**config.mk**
```make
export PLATFORM = sky130hd
export DESIGN_NAME = vsync
export DESIGN_NICKNAME = d
export VERILOG_FILES = /design/src/rtl/vsync.sv
export SDC_FILE = /design/constraint.sdc
export NUM_CORES = 1
export LEC_CHECK = 0
export CAP_MARGIN = 20
export CORE_MARGIN = 4
export CORE_UTILIZATION = 30
export CTS_BUF_LIST = sky130_fd_sc_hd__clkbuf_4 sky130_fd_sc_hd__clkbuf_8
export DETAILED_ROUTE_END_ITERATION = 8
export GPL_TIMING_DRIVEN = 0
export PLACE_DENSITY = 0.49
export SKIP_CTS_REPAIR_TIMING = 1
export SLEW_MARGIN = 25
export SYNTH_ARGS = -nofsm -noshare
export SYNTH_HDL_FRONTEND = slang
export SYNTH_SLANG_ARGS = --single-unit
```
**constraint.sdc**
```tcl
create_clock -name clk -period 3 [get_ports clk]
set_clock_uncertainty 0.1 [all_clocks]
set_input_delay 0.45 -clock clk [delete_from_list [all_inputs] [get_ports clk]]
set_output_delay 0.45 -clock clk [all_outputs]
set_load 0.02 [all_outputs]
```
**src/rtl/vsync.sv**
```systemverilog
// ---------------------------------------------------------------------------
// vsync -- vertical timing generator for the 640x480 VGA raster.
//
// Sits directly behind the horizontal timing block and advances one scanline
// every clock on which that block's end-of-scanline strobe is high. It counts
// scanlines per frame and produces the vertical sync pulse, the frame-buffer
// pixel row (each row spans LINES_PER_ROW scanlines), a vertical
// display-active flag and a one-clock frame-start strobe.
//
// Ports:
//   clk          in   1  system clock, shared with the horizontal block
//   reset        in   1  synchronous, active-low reset
//   line_end     in   1  high on the last clock of each scanline
//   VPIXEL       out  7  pixel row 0..VPIXEL_MAX, 0 outside the display
//   VGA_VSYNC    out  1  vertical sync, active-low
//   v_active     out  1  high while in the vertical display region
//   frame_start  out  1  one-clock strobe on the first clock of each frame
//   frame_cnt    out  8  frame counter, wraps 255 -> 0
//                        (present only when VSYNC_FRAME_CNT_EN is defined)
//
// Optional build macro: VSYNC_FRAME_CNT_EN adds the frame_cnt port.
// ---------------------------------------------------------------------------
module vsync #(
    parameter int V_PULSE       = 2,
    parameter int V_BP          = 29,
    parameter int V_DISP        = 480,
    parameter int V_FP          = 10,
    parameter int LINES_PER_ROW = 5,
    parameter int VPIXEL_MAX    = 95
) (
    input  logic       clk,
    input  logic       reset,
    input  logic       line_end,
    output logic [6:0] VPIXEL,
    output logic       VGA_VSYNC,
    output logic       v_active,
    output logic       frame_start
`ifdef VSYNC_FRAME_CNT_EN
    ,
    output logic [7:0] frame_cnt
`endif
);

    // Line numbers at which each region begins, plus the last line of a frame.
    localparam logic [9:0] LINE_BP   = 10'(V_PULSE);
    localparam logic [9:0] LINE_DISP = 10'(V_PULSE + V_BP);
    localparam logic [9:0] LINE_FP   = 10'(V_PULSE + V_BP + V_DISP);
    localparam logic [9:0] LINE_LAST = 10'(V_PULSE + V_BP + V_DISP + V_FP - 1);
    localparam logic [2:0] ROW_LAST  = 3'(LINES_PER_ROW - 1);
    localparam logic [6:0] VPIX_MAX  = 7'(VPIXEL_MAX);

    typedef enum logic [1:0] {
        S_SYNC,
        S_BP,
        S_DISP,
        S_FP
    } state_t;

    state_t     state_q, state_d;
    logic [9:0] line_q, line_d;
    logic [2:0] row_q, row_d;
    logic [6:0] vpixel_q, vpixel_d;
    logic       vsync_q, vsync_d;
    logic       v_active_q, v_active_d;
    logic       frame_start_q, frame_start_d;
`ifdef VSYNC_FRAME_CNT_EN
    logic [7:0] frame_cnt_q, frame_cnt_d;
`endif

    always_comb begin
        state_d       = state_q;
        line_d        = line_q;
        row_d         = row_q;
        vpixel_d      = vpixel_q;
        vsync_d       = vsync_q;
        v_active_d    = v_active_q;
        frame_start_d = 1'b0;

        if (line_end) begin
            if (line_q == LINE_LAST) begin
                line_d        = 10'd0;
                frame_start_d = 1'b1;
            end else begin
                line_d = line_q + 10'd1;
            end

            // Region changes are decided on the line being entered, so the
            // outputs computed below already describe the new scanline.
            case (state_q)
                S_SYNC:  if (line_d == LINE_BP)   state_d = S_BP;
                S_BP:    if (line_d == LINE_DISP) state_d = S_DISP;
                S_DISP:  if (line_d == LINE_FP)   state_d = S_FP;
                S_FP:    if (line_d == 10'd0)     state_d = S_SYNC;
                default: state_d = S_SYNC;
            endcase

            vsync_d    = (state_d != S_SYNC);
            v_active_d = (state_d == S_DISP);

            // Row stepping only happens between two display lines; entering
            // or leaving the display region parks both counters at zero.
            if (state_q == S_DISP && state_d == S_DISP) begin
                if (row_q == ROW_LAST) begin
                    row_d = 3'd0;
                    if (vpixel_q != VPIX_MAX) begin
                        vpixel_d = vpixel_q + 7'd1;
                    end
                end else begin
                    row_d = row_q + 3'd1;
                end
            end else begin
                row_d    = 3'd0;
                vpixel_d = 7'd0;
            end
        end
    end

`ifdef VSYNC_FRAME_CNT_EN
    always_comb begin
        frame_cnt_d = frame_cnt_q;
        if (frame_start_d) begin
            frame_cnt_d = frame_cnt_q + 8'd1;
        end
    end
`endif

    // Reset restarts the frame in the sync pulse, matching the horizontal
    // block, and deliberately does not raise frame_start on exit.
    always_ff @(posedge clk) begin
        if (!reset) begin
            state_q       <= S_SYNC;
            line_q        <= 10'd0;
            row_q         <= 3'd0;
            vpixel_q      <= 7'd0;
            vsync_q       <= 1'b0;
            v_active_q    <= 1'b0;
            frame_start_q <= 1'b0;
`ifdef VSYNC_FRAME_CNT_EN
            frame_cnt_q   <= 8'd0;
`endif
        end else begin
            state_q       <= state_d;
            line_q        <= line_d;
            row_q         <= row_d;
            vpixel_q      <= vpixel_d;
            vsync_q       <= vsync_d;
            v_active_q    <= v_active_d;
            frame_start_q <= frame_start_d;
`ifdef VSYNC_FRAME_CNT_EN
            frame_cnt_q   <= frame_cnt_d;
`endif
        end
    end

    assign VPIXEL      = vpixel_q;
    assign VGA_VSYNC   = vsync_q;
    assign v_active    = v_active_q;
    assign frame_start = frame_start_q;
`ifdef VSYNC_FRAME_CNT_EN
    assign frame_cnt   = frame_cnt_q;
`endif

endmodule

```
Word-level counts from Yosys, hierarchy flattened
Index checks and enable logic that the tools add are counted.
{ "classes": {"addsub": 3, "eq_ne": 12, "n_reduce_logical": 6, "muxes": 14} }
{ "op_table": {"columns": ["operator", "n"], "rows": [
  ["$mux 7", 3],
  ["$mux 10", 2],
  ["$add 10x1->10 const B", 1],
  ["$eq 10x10->1 const B", 1],
  ["$eq 10x2->1 const B", 1],
  ["$eq 10x5->1 const B", 1],
  ["$eq 10x9->1 const B", 1],
  ["$logic_not 10->1", 1],
  ["$mux 2", 5],
  ["$pmux 2 s4", 1],
  ["$add 7x1->7 const B", 1],
  ["$ne 7x7->1 const B", 1],
  ["$eq 2x2->1 const B", 3],
  ["$mux 3", 2],
  ["$ne 2x1->1 const B", 2],
  ["$add 3x1->3 const B", 1],
  ["$eq 3x3->1 const B", 1],
  ["$reduce_and 3->1", 1],
  ["$eq 2x1->1 const B", 1],
  ["$logic_not 2->1", 1],
  ["$reduce_and 2->1", 1],
  ["$reduce_bool 2->1", 1],
  ["$logic_and 1x1->1", 1],
  ["$mux 1", 1]
]} }
{ "word_totals": {"regBits": 25, "in_bits": 3, "output_inout_bits": 10, "elab_cells": 42} }

Longest topological paths before layout
Gate-level depths: netlist of the first run.
{ "depth": {"ltp_word": 11, "depth_mapped": 9, "ltp_nobuf": 9} }

Worst setup path before layout of the first run
Ideal clock, no wire load.
{ "synth_timing": {"kind": "register to register", "from": "register line_q[0]", "to": "register state_q[0]", "required_ns": 2.826, "path_buffers": 0, "arrival_time_ns": 2.145, "setup_ns": 0.074, "period_less_slack_ns": 2.319, "path_stages_with_launch": 10, "setup_slack_ns": 0.681, "cell_sequence": "dfxtp_1 -> inv_1 -> ha_1 -> or4b_4 -> nor3_4 -> a311o_2 -> and4_4 -> a21oi_2 -> or3_1 -> a31oi_1"} }
{ "synth_via": {"elab_chain_len": 7, "word_cells_on_any_way": 14, "cone_classes": "1 x add/sub; 4 x eq/ne; 8 x mux; 1 x reduce/logical"} }
{ "synth_rtl": {"columns": ["item", "line_no", "rtl"], "rows": [
  ["start: declaration", "60", "logic [9:0] line_q, line_d;"],
  ["start signal: assignment", "143", "line_q <= line_d;"],
  ["$add 10x1->10 / $eq 10x10->1 (equally long branches)", "84, 80", null],
  ["$mux 10 (*)", "80", "if (line_q == LINE_LAST) begin"],
  ["$mux 10 (*)", "79", "if (line_end) begin"],
  ["$eq 10x9->1, or another cell as far along", "92", "S_DISP: if (line_d == LINE_FP) state_d = S_FP;"],
  ["$mux 2 (on tied branches)", null, null],
  ["$pmux 2 s4 (*)", "89", "case (state_q)"],
  ["$mux 2 (*)", "79", null],
  ["end signal: assignment", "142", "state_q <= state_d;"],
  ["end: declaration", "59", "state_t state_q, state_d;"]
]} }
Every way passes the cells marked *; elsewhere a longest branch is shown, timed or not. The select of a mux whose other input is x is not followed.
A chain may end at the register's enable or synchronous reset.

Final worst setup path of the first run
{ "layout_timing": {"from": "register line_q[0]", "to": "register vpixel_q[4] (netlist: VPIXEL[4])"} }
{ "layout_via": {"elab_chain_len": 11, "word_cells_on_any_way": 20, "cone_classes": "1 x add/sub; 7 x eq/ne; 9 x mux; 3 x reduce/logical"} }
{ "layout_rtl": {"columns": ["item", "line_no", "rtl"], "rows": [
  ["$add 10x1->10 / $eq 10x10->1 (equally long branches)", "84, 80", null],
  ["$mux 10 (*)", "80", null],
  ["$mux 10 (*)", "79", null],
  ["$eq 10x9->1, or another cell as far along", "92", null],
  ["$mux 2 (on tied branches)", null, null],
  ["$pmux 2 s4 (*)", "89", null],
  ["$mux 2 (*)", "79", null],
  ["$eq 2x2->1 (*)", "102", "if (state_q == S_DISP && state_d == S_DISP) begin"],
  ["$logic_and 1x1->1 (*)", "102", null],
  ["$ne 2x1->1 (no line)", null, null],
  ["$reduce_and 3->1 (no line)", null, null],
  ["end signal: assignment", "145", "vpixel_q <= vpixel_d;"],
  ["end: declaration", "62", "logic [6:0] vpixel_q, vpixel_d;"]
]} }
Marks and branches as above.

==> metrics.log, run 1 <==
INFO  metric proportion_of_layout_cells_with_a_drive_suffix_above_1 = 0.118
INFO  metric synthesis.nets = 206
INFO  metric port_buffers = 11
INFO  metric worst_r2r_endpoint = VPIXEL[4]
INFO  metric total_routed_wirelength = 3700 µm
INFO  metric dominant_combinational_cell_family_by_area_after_synthesis = simple AND/OR/NAND/NOR gates
INFO  metric final.setup.worst_slack = 0.373 ns
INFO  metric synth_seq_area_share = 0.304
INFO  metric ant_nets = 0
INFO  metric cellLeakagePower = 0.683 nW
INFO  metric synthXorXnorAreaFrac = 0.0692
INFO  metric post-route-drc-count = 0
INFO  metric headroom_to_the_max_slew_limit = 0.628
INFO  metric synthTopCellsByArea = sky130_fd_sc_hd__dfxtp_1 (30%), sky130_fd_sc_hd__xnor2_1 (5.9%), sky130_fd_sc_hd__ha_1 (5.3%)
INFO  metric via_count_of_the_first_global_routing_pass = 1390
INFO  metric synth-adder-area-share = 0.0532
INFO  metric cts_sinks = 25
INFO  metric fin_setup_tns = 0 ns
INFO  metric fin_nets = 222
INFO  metric cts.clk_slew.worst_paths = 0.09 ns
INFO  metric initial_core_util = 0.316
INFO  metric wl_per_cell = 13.2 µm
INFO  metric drv_cap = 0
INFO  metric grtUsageTotal = 0.125
INFO  metric numPlacedInstances = 277
INFO  metric final_hold_viol_count = 0
INFO  metric cp-start-kind = flip-flop
INFO  metric die-height = 82.1 µm
INFO  metric htreeDepth = 1
INFO  metric cts-root-to-sink-buffers = 2
INFO  metric routed-via-count = 1393
INFO  metric drt_iter0_drc = 90
INFO  metric clock_tree_from_tritoncts = done
INFO  metric syn_inst = 196
INFO  metric post_synth.cell_area_avg = 8.39 µm²
INFO  metric powerDensity = 331 nW/µm²
INFO  metric syn_to_final_growth = 15.0%
INFO  metric setup.worst_path.end_class = flip-flop
INFO  metric root_buffer_selected_by_cts = sky130_fd_sc_hd__clkbuf_8
INFO  metric yosys.cell_types.count = 48
INFO  metric grt_setup_unrepaired = no
INFO  metric area_of_the_die = 6730 µm²
INFO  metric timing.critical_path.arrival = 2.69 ns
INFO  metric synthArstFlopShare = 0
INFO  metric top_cell_type_by_total_area_after_synthesis = sky130_fd_sc_hd__dfxtp_1
INFO  metric worst-setup-path-type = reg2reg
INFO  metric critPathMaxFanout = 9
INFO  metric cts_buffers = 3
INFO  metric dr.pass1.iters = 4
INFO  metric crit_start = line_q[0]
INFO  metric final_util = 0.363
INFO  metric synth_top_cell_area_share = 0.304
INFO  metric maxSlewViolCount = 0
INFO  metric grt_first_pass_wirelength = 6580 µm
INFO  metric clkLatencyLatePin = 0.27 ns
INFO  metric synth_area = 1650 µm²
INFO  metric outcome = complete, no violations
INFO  metric worstMarginPinSlew = 0.558 ns
INFO  metric worstReg2RegStart = line_q[0]
INFO  metric synth_edf_count = 0
INFO  metric vdd.ir_drop.worst = 0.000132 V
INFO  metric synthFlopType = sky130_fd_sc_hd__dfxtp_1
INFO  metric layout_worst_path_cycle_share = 0.876
INFO  metric post-route-min-period = 2.63 ns
INFO  metric viasPerCell = 4.96
INFO  metric synth_simple_gate_area_frac = 0.309
INFO  metric post_synth_mux_area_share = 0.0319
INFO  metric grt_max_degree = 14
INFO  metric post-dp-hpwl = 2700 µm
INFO  metric dp_slack = 0.363 ns
INFO  metric filler_cell_count = 567
INFO  metric synth_compound_gate_area_share = 0.152
INFO  metric instances_no_fill = 281
INFO  metric clock.fmax = 381 MHz
INFO  metric report.final.setup_viol = 0
INFO  metric required = 3.06 ns
INFO  metric n_antenna_cell = 0
INFO  metric class_of_the_worst_hold_path = reg2reg
INFO  metric worstSetupEndpoint = VPIXEL[4]
INFO  metric synth_seq_cells = 25
INFO  metric antenna_found_initial = 0
INFO  metric ios = 13
INFO  metric synthesis.yosys.warnings = 0
INFO  metric fp-row-count = 26
INFO  metric rr_worst_depth = 9
INFO  metric placeableCoreArea = 5200 µm²
INFO  metric worstHoldPathCells = 2
INFO  metric die_width = 82.1 µm
INFO  metric gp_congestion = 0.769
INFO  metric globalRouteOverflowTotal = 0
INFO  metric timing.reg2reg.setup_slack = 0.37 ns
registers in the layout (all words and copies together), names as in the netlist:
signal       count
VGA_VSYNC        1
state_q          2
line_q          10
v_active         1
frame_start      1
row_q            3
VPIXEL           7
metal layers:
layer,vias up,track usage,share of wire
met2,18,0.193,0.45
met3,5,0.0296,0.030
met5,-,0,0
met4,0,0.0349,0.0078
met1,643,0.173,0.52
li1,727,-,-
critical path, stage by stage (launching register included):
cell and delay [ns]:
sky130_fd_sc_hd__dfxtp_1 0.41, sky130_fd_sc_hd__inv_1 0.11, sky130_fd_sc_hd__ha_1 0.15, sky130_fd_sc_hd__or4b_4 0.49, sky130_fd_sc_hd__o21ai_1 0.14, sky130_fd_sc_hd__mux2_2 0.21
sky130_fd_sc_hd__nand4_2 0.21, sky130_fd_sc_hd__and2_1 0.30, sky130_fd_sc_hd__o21ai_2 0.30, sky130_fd_sc_hd__nor2_1 0.09
kinds of logic after synthesis:
family	count (synthesis)
simple gates	87
compound gates	38
flops	25
buf+inv	21
xor+xnor	13
fa+ha+maj	7
mux	5
stage by stage:
step / hold WS, ns / power [mW] / instance area, µm²
floorplan: 0.365 / 0.400 / 1650
global placement: 0.372 / 0.420 / 1840
detailed placement: 0.383 / 0.420 / 1840
CTS: 0.399 / 0.638 / 1890
global route: 0.417 / 0.655 / 1890
finish: 0.391 / 0.626 / 1890
how the worst min path moves through the flow:
stage,from,to,slack (ns)
finish,v_active,v_active,0.39
global route,v_active,v_active,0.42
CTS,VGA_VSYNC,VGA_VSYNC,0.40
detailed placement,v_active,v_active,0.38
global placement,VGA_VSYNC,VGA_VSYNC,0.37
floorplan,row_q[2],row_q[2],0.37
layout by cell type (no fill, tap or decap), types with 4 or more instances in the layout:
master,instances
sky130_fd_sc_hd__a21oi_1,9
sky130_fd_sc_hd__buf_6,7
sky130_fd_sc_hd__nor2b_1,7
sky130_fd_sc_hd__dfxtp_1,25
sky130_fd_sc_hd__nand4_1,10
sky130_fd_sc_hd__clkbuf_1,4
sky130_fd_sc_hd__xnor2_1,11
sky130_fd_sc_hd__and2_1,7
sky130_fd_sc_hd__clkdlybuf4s50_1,11
sky130_fd_sc_hd__inv_1,9
sky130_fd_sc_hd__nor2_1,17
sky130_fd_sc_hd__nand3_1,6
sky130_fd_sc_hd__nor3_1,4
sky130_fd_sc_hd__o21ai_0,6
sky130_fd_sc_hd__nand2_1,15
sky130_fd_sc_hd__ha_1,7
report_power, final:
part	switching, mW	total [mW]	internal (mW)
registers	0.00874	0.346	0.337
clock network	0.111	0.215	0.104
logic	0.0362	0.0649	0.0287
total	0.156	0.626	0.470
area by class of cell:
cell class / instances / area (µm²) / share of cell area
Tap cell: 70 / 87.6 / 0.0463
Buffer: 12 / 98.8 / 0.0522
Clock buffer: 4 / 48.8 / 0.0258
Inverter: 9 / 33.8 / 0.0179
Multi-Input combinational cell: 150 / 1010 / 0.535
Sequential cell: 25 / 500 / 0.265
Timing Repair Buffer: 11 / 110 / 0.0582
synth_stat cells, types with 2 or more instances:
master / instances
sky130_fd_sc_hd__a21oi_1: 9
sky130_fd_sc_hd__nand4b_1: 3
sky130_fd_sc_hd__o22ai_1: 3
sky130_fd_sc_hd__inv_1: 9
sky130_fd_sc_hd__nor3_1: 4
sky130_fd_sc_hd__nand3_1: 6
sky130_fd_sc_hd__o21ai_1: 3
sky130_fd_sc_hd__xor2_1: 2
sky130_fd_sc_hd__a31oi_1: 2
sky130_fd_sc_hd__or4b_4: 2
sky130_fd_sc_hd__mux2_2: 2
sky130_fd_sc_hd__o21ai_0: 6
sky130_fd_sc_hd__nand2_1: 15
sky130_fd_sc_hd__nor2_1: 17
sky130_fd_sc_hd__nor2b_1: 7
sky130_fd_sc_hd__a21boi_0: 3
sky130_fd_sc_hd__and2_1: 7
sky130_fd_sc_hd__xnor2_1: 11
sky130_fd_sc_hd__and3_1: 3
sky130_fd_sc_hd__mux2i_1: 3
sky130_fd_sc_hd__nand4_1: 10
sky130_fd_sc_hd__clkbuf_1: 4
sky130_fd_sc_hd__or3_1: 2
sky130_fd_sc_hd__buf_6: 7
sky130_fd_sc_hd__nor3b_1: 2
sky130_fd_sc_hd__ha_1: 7
sky130_fd_sc_hd__dfxtp_1: 25
sky130_fd_sc_hd__nor4_1: 2
Note: power is estimated with default switching activity, not from simulation.
==> run 2, diff against run 1 <==
--- a/config.mk
+++ b/config.mk
@@ -13,7 +13,6 @@
 export GPL_TIMING_DRIVEN = 0
 export PLACE_DENSITY = 0.49
 export SKIP_CTS_REPAIR_TIMING = 1
-export SLEW_MARGIN = 25
 export SYNTH_ARGS = -nofsm -noshare
 export SYNTH_HDL_FRONTEND = slang
 export SYNTH_SLANG_ARGS = --single-unit
==> results of run 2 <==
Same layout as run 1: the final DEF is identical, and so are final timing and power.
==> RTL change 1, RTL diff (config.mk and constraints of run 1) <==
Build with the macro `VSYNC_FRAME_CNT_EN` defined.
--- a/src/rtl/vsync.sv
+++ b/src/rtl/vsync.sv
@@ -20,6 +20,8 @@
 //
 // Optional build macro: VSYNC_FRAME_CNT_EN adds the frame_cnt port.
 // ---------------------------------------------------------------------------
+`define VSYNC_FRAME_CNT_EN
+
 module vsync #(
     parameter int V_PULSE       = 2,
     parameter int V_BP          = 29,
Function (old outputs only; new: frame_cnt): kept (Yosys induction, for registers that start in step).
==> RTL change 1 against run 1 <==
  * Worst setup slack better by 0.065 ns
  * Non-clock buffer count rose by 9
  * Critical path type unchanged
  * Clock power rose by 78%
  * Global-route usage rose by 0.32 points
  * Final area up 19%
  * Sequential cell count grew 8
  * Area after synthesis up 13%
  * Routed wire length up 23%
  * Total power is 44% higher
  * First-iteration DRC count fell by 36%
==> RTL change 1: results (changes against run 1) <==
crit_path_top_delay_cell: "sky130_fd_sc_hd__dfxtp_1"
drive_gt1_share_pct: 5.43  # -6.4 points
numPortBuffers: 19  # +8
fillers: 632  # +11%
worst_r2r_path_depth: 8  # -1
place_congestion: 0.835  # +8.7%
leakage_uw: 0.000754  # +10%
pre_cts_slack_ns: 0.446  # +0.0832 ns
detailedRoute.firstIterationViolations: 58  # -36%
yosysSeqAreaShare_pct: 35.4  # +5.0 points
dp_hpwl_um: 3240  # +20%
yosysUniqueCellTypes: 43  # -10%
slowest_delay_ns: 0.47  # -0.02 ns
cts.htree.levels: 2  # +1
synth_fp_nets: 242  # +17%
largest_driver_fanout_on_the_critical_path: 10  # +1
wl_per_cell_um: 13.7  # +3.7%
slew-limit-headroom_pct: 63.9  # +1.1 points
result_of_the_run: "completed"
dr_total_vias: 1709  # +23%
routed_wirelength_um: 4550  # +23%
synthTopCellsByCount: "sky130_fd_sc_hd__dfxtp_1 (33), sky130_fd_sc_hd__nor2_1 (28), sky130_fd_sc_hd__nand2_1 (23)"
maximum_number_of_pins_on_one_net_before_global_route_repair: 11  # -3
number_of_buffers_created_by_cts: 5  # +2
cts.reportedPaths.clkPinSlew_ns: 0.07  # -0.02 ns
groute.usage.overall_pct: 12.8  # +0.32 points
largest_register: "line_q"
clk_latency_ns: 0.29  # +0.02 ns
ir_worst_vdd_v: 0.000154  # +17%
syn-mean-instance-area_um2: 8.08  # -3.7%
layout.nets: 268  # +21%
number_of_global_route_vias_before_repair: 1614  # +16%
global_route_wire_length_before_repair_um: 7620  # +16%
clk_path_buf_depth: 2  # unchanged
ys_top_cells_by_area: "sky130_fd_sc_hd__dfxtp_1 (35%), sky130_fd_sc_hd__nor2_1 (5.6%), sky130_fd_sc_hd__ha_1 (5.4%), sky130_fd_sc_hd__xor2_1 (5.2%), sky130_fd_sc_hd__nand2_1 (4.6%)"
numPlacedInstances: 325  # +17%
==> RTL change 1: changes by cell type in the layout (fill, tap and decap cells not counted), sizes merged, moves of 5 or more <==
cell	run 1	this run
xor2	2	11
nand2	15	23
a31oi	2	12
clkdlybuf4s50	11	19
o22ai	3	8
nor2b	7	0
clkbuf	8	14
nor2	17	28
dfxtp	25	33
xnor2	11	4
==> RTL change 1: final cells by class <==
type                    count  area, µm²  area share (%)
multi-input cells         172       1100            48.8
repair buffers             19        190            8.44
plain buffers              13       58.8            2.61
inverters                  13       48.8            2.17
well taps                  75       93.8            4.17
flip-flops and latches     33        661            29.3
clock inverters             1       5.00           0.222
clock buffers               7       96.3            4.28
==> RTL change 1: worst register-to-register path: cells and delay by family, from the launching register on <==
kind	cells	cell delay (ns)
and+or+nand+nor	2	0.65
AOI/OAI and AO/OA	3	0.61
xor gates and xnor gates	1	0.08
adders and majority gates	1	0.34
DFF	1	0.47
buffers and inverters	1	0.21
==> RTL change 1: worst paths after layout <==
kind	startpoint	to	slack (ns)
worst max-delay path	line_q[0]	VPIXEL[0]	0.44
worst min-delay path	row_q[2]	row_q[2]	0.40
worst max register to register	line_q[0]	VPIXEL[0]	0.44
worst min register to register	row_q[2]	row_q[2]	0.40
==> RTL change 1: routing by layer <==
layer	vias up	global-route usage [%]	share of wire, %
met3	8	3.50	3.3
met2	22	19.5	43
li1	888	-	-
met1	791	17.1	52
met5	-	0	0
met4	0	5.24	1.5
==> RTL change 1: power breakdown <==
part / leakage [µW] / switching, µW / total [µW] / internal [µW]
clock network: 0.0000542 / 175 / 383 / 208
registers: 0.000267 / 6.64 / 450 / 443
logic: 0.000433 / 42.8 / 66.8 / 24.0
total: 0.000754 / 224 / 899 / 675
==> RTL change 1: cell families after synthesis <==
| logic type | synth area share (%) |
|---|---|
| muxes | 1.07 |
| AOI/OAI and AO/OA | 17.6 |
| and+or+nand+nor | 27.7 |
| adders and majority gates | 5.36 |
| DFF | 35.4 |
| buffers and inverters | 5.76 |
| xor gates and xnor gates | 7.04 |
==> RTL change 1: through the flow <==
stage | total power, µW | cell area [µm²]
2_1_floorplan | 505 | 1870
3_3_place_gp | 526 | 2150
3_5_place_dp | 527 | 2150
4_1_cts | 912 | 2250
5_1_grt | 940 | 2250
6_report | 899 | 2250
==> RTL change 2, RTL diff (config.mk and constraints of run 1) <==
Made on the original files. The 4 states of `state_t` get a one-hot encoding in 4 bits.
--- a/src/rtl/vsync.sv
+++ b/src/rtl/vsync.sv
@@ -49,11 +49,11 @@
     localparam logic [2:0] ROW_LAST  = 3'(LINES_PER_ROW - 1);
     localparam logic [6:0] VPIX_MAX  = 7'(VPIXEL_MAX);
 
-    typedef enum logic [1:0] {
-        S_SYNC,
-        S_BP,
-        S_DISP,
-        S_FP
+    typedef enum logic [3:0] {
+        S_SYNC = 4'b0001,
+        S_BP   = 4'b0010,
+        S_DISP = 4'b0100,
+        S_FP   = 4'b1000
     } state_t;
 
     state_t     state_q, state_d;
Formal check against the unedited RTL: same outputs for any inputs over 10 cycles, from zero or initial values and one cycle with reset low; not proved beyond that.
==> RTL change 2 against run 1 <==
  * Global-route usage decreased by 0.38 points
  * Routed wire length increased by 0.70%
  * Area after synthesis decreased by 2.3%
  * Utilization decreased by 0.076 points
  * Final area decreased by 1.5%
  * Total power increased by 5.0%
  * Sequential cell count increased by 2
  * Worst setup slack got worse by 0.074 ns
  * Critical path type unchanged
==> RTL change 2: results (changes against run 1) <==
largest_driver_fanout_on_the_critical_path: 10  # +1
synth_fp_nets: 204  # -0.97%
multi_input_area_um2: 983  # -2.8%
yosysUniqueCellTypes: 49  # +2.1%
pre_cts_slack_ns: 0.347  # -0.0154 ns
n_sequential_cell: 27  # +8.0%
power.share.switching_pct: 26.4  # +1.5 points
drt-vias-per-instance: 5.13  # +3.4%
groute.layer.met2.usage_pct: 17.3  # -2.0 points
yosysSeqAreaShare_pct: 33.6  # +3.2 points
dp_hpwl_um: 2670  # -1.2%
drt-met1-wl_um: 1980  # +3.4%
setup.reg_to_reg.worst_slack_ns: 0.30  # -0.07 ns
groute.usage.overall_pct: 12.1  # -0.38 points
slew-limit-headroom_pct: 56.8  # -6.0 points
maximum_number_of_pins_on_one_net_before_global_route_repair: 17  # +3
path_delay_family: "compound AO/OA/AOI/OAI gates"
crit_path_top_delay_cell: "sky130_fd_sc_hd__dfxtp_1"
numPlacedInstances: 276  # -0.36%
layout.clock_buffers: 3  # -1
multi_input_cells: 146  # -2.7%
fin_worst_hold_slack_ns: 0.405  # +0.0146 ns
final-seq-area_um2: 541  # +8.0%
grtUsageMet1_pct: 18.0  # +0.65 points
placed_area_um2: 1820  # -1.5%
endpoint_arrival_time_on_the_critical_path_ns: 2.79  # +0.10 ns
worst_r2r_path_depth: 8  # -1
leakage_uw: 0.000641  # -6.2%
place_congestion: 0.752  # -2.2%
met2RoutedLength_um: 1600  # -3.0%
fin_util_pct: 36.3  # -0.076 points
worst_hold_path.num_cells: 2  # unchanged
final-clk-cell-share_pct: 2.62  # +0.038 points
ys_top_cells_by_area: "sky130_fd_sc_hd__dfxtp_1 (34%), sky130_fd_sc_hd__ha_1 (5.4%), sky130_fd_sc_hd__xnor2_1 (3.8%), sky130_fd_sc_hd__nand2_1 (3.7%), sky130_fd_sc_hd__nand4_1 (3.5%)"
synthTopCellsByCount: "sky130_fd_sc_hd__dfxtp_1 (27), sky130_fd_sc_hd__nand2_1 (16), sky130_fd_sc_hd__nor2_1 (14)"
worstReg2RegStart: "line_q[1]"
ys_dominant_reg_cell: "sky130_fd_sc_hd__dfxtp_1"
result_of_the_run: "completed"
fillers: 584  # +3.0%
global_route_wire_length_before_repair_um: 6310  # -4.0%
ir_worst_vdd_v: 0.000151  # +15%
final-nonclk-buf-share_pct: 8.72  # -2.3 points
detailedRoute.firstIterationViolations: 133  # +48%
syn-instance-count: 194  # -1.0%
start_point_of_the_worst_hold_path: "row_q[1]"
global_route.usage.met3_pct: 2.11  # -0.85 points
hold_path_sink: "row_q[1]"
number_of_ordinary_inverters_in_the_final_layout: 11  # +2
dr_total_vias: 1435  # +3.0%
drt_drc_violations_left: 0  # unchanged
routed_wirelength_um: 3730  # +0.70%
worstReg2RegEnd: "state_q[0]"
numPortBuffers: 12  # +1
number_of_global_route_vias_before_repair: 1294  # -6.9%
layout.nets: 221  # -0.45%
## RTL change 2: cells by family after synthesis
group,synth area share [%]
flops,33.6
xor+xnor,7.08
buf+inv,5.21
simple gates,28.7
mux,1.25
fa+ha+maj,5.45
compound gates,18.7
## RTL change 2: worst max path at each step
stage,start,endpoint,slack (ns),depth (start not counted)
global route,line_q[1],state_q[0],0.08,8
detailed placement,line_q[1],state_q[2],0.35,7
global placement,line_q[1],v_active,0.31,7
finish,line_q[1],state_q[0],0.30,8
floorplan,line_q[1],state_q[2],0.73,8
CTS,line_q[1],state_q[2],0.33,7
## RTL change 2: power by group through the flow
stage          Sequential (µW)  Combinational [µW]  Clock [µW]
2_1_floorplan              382                38.1           0
3_3_place_gp               382                59.3           0
3_5_place_dp               382                59.8           0
4_1_cts                    374                60.2         234
5_1_grt                    375                66.2         247
6_report                   374                59.4         223
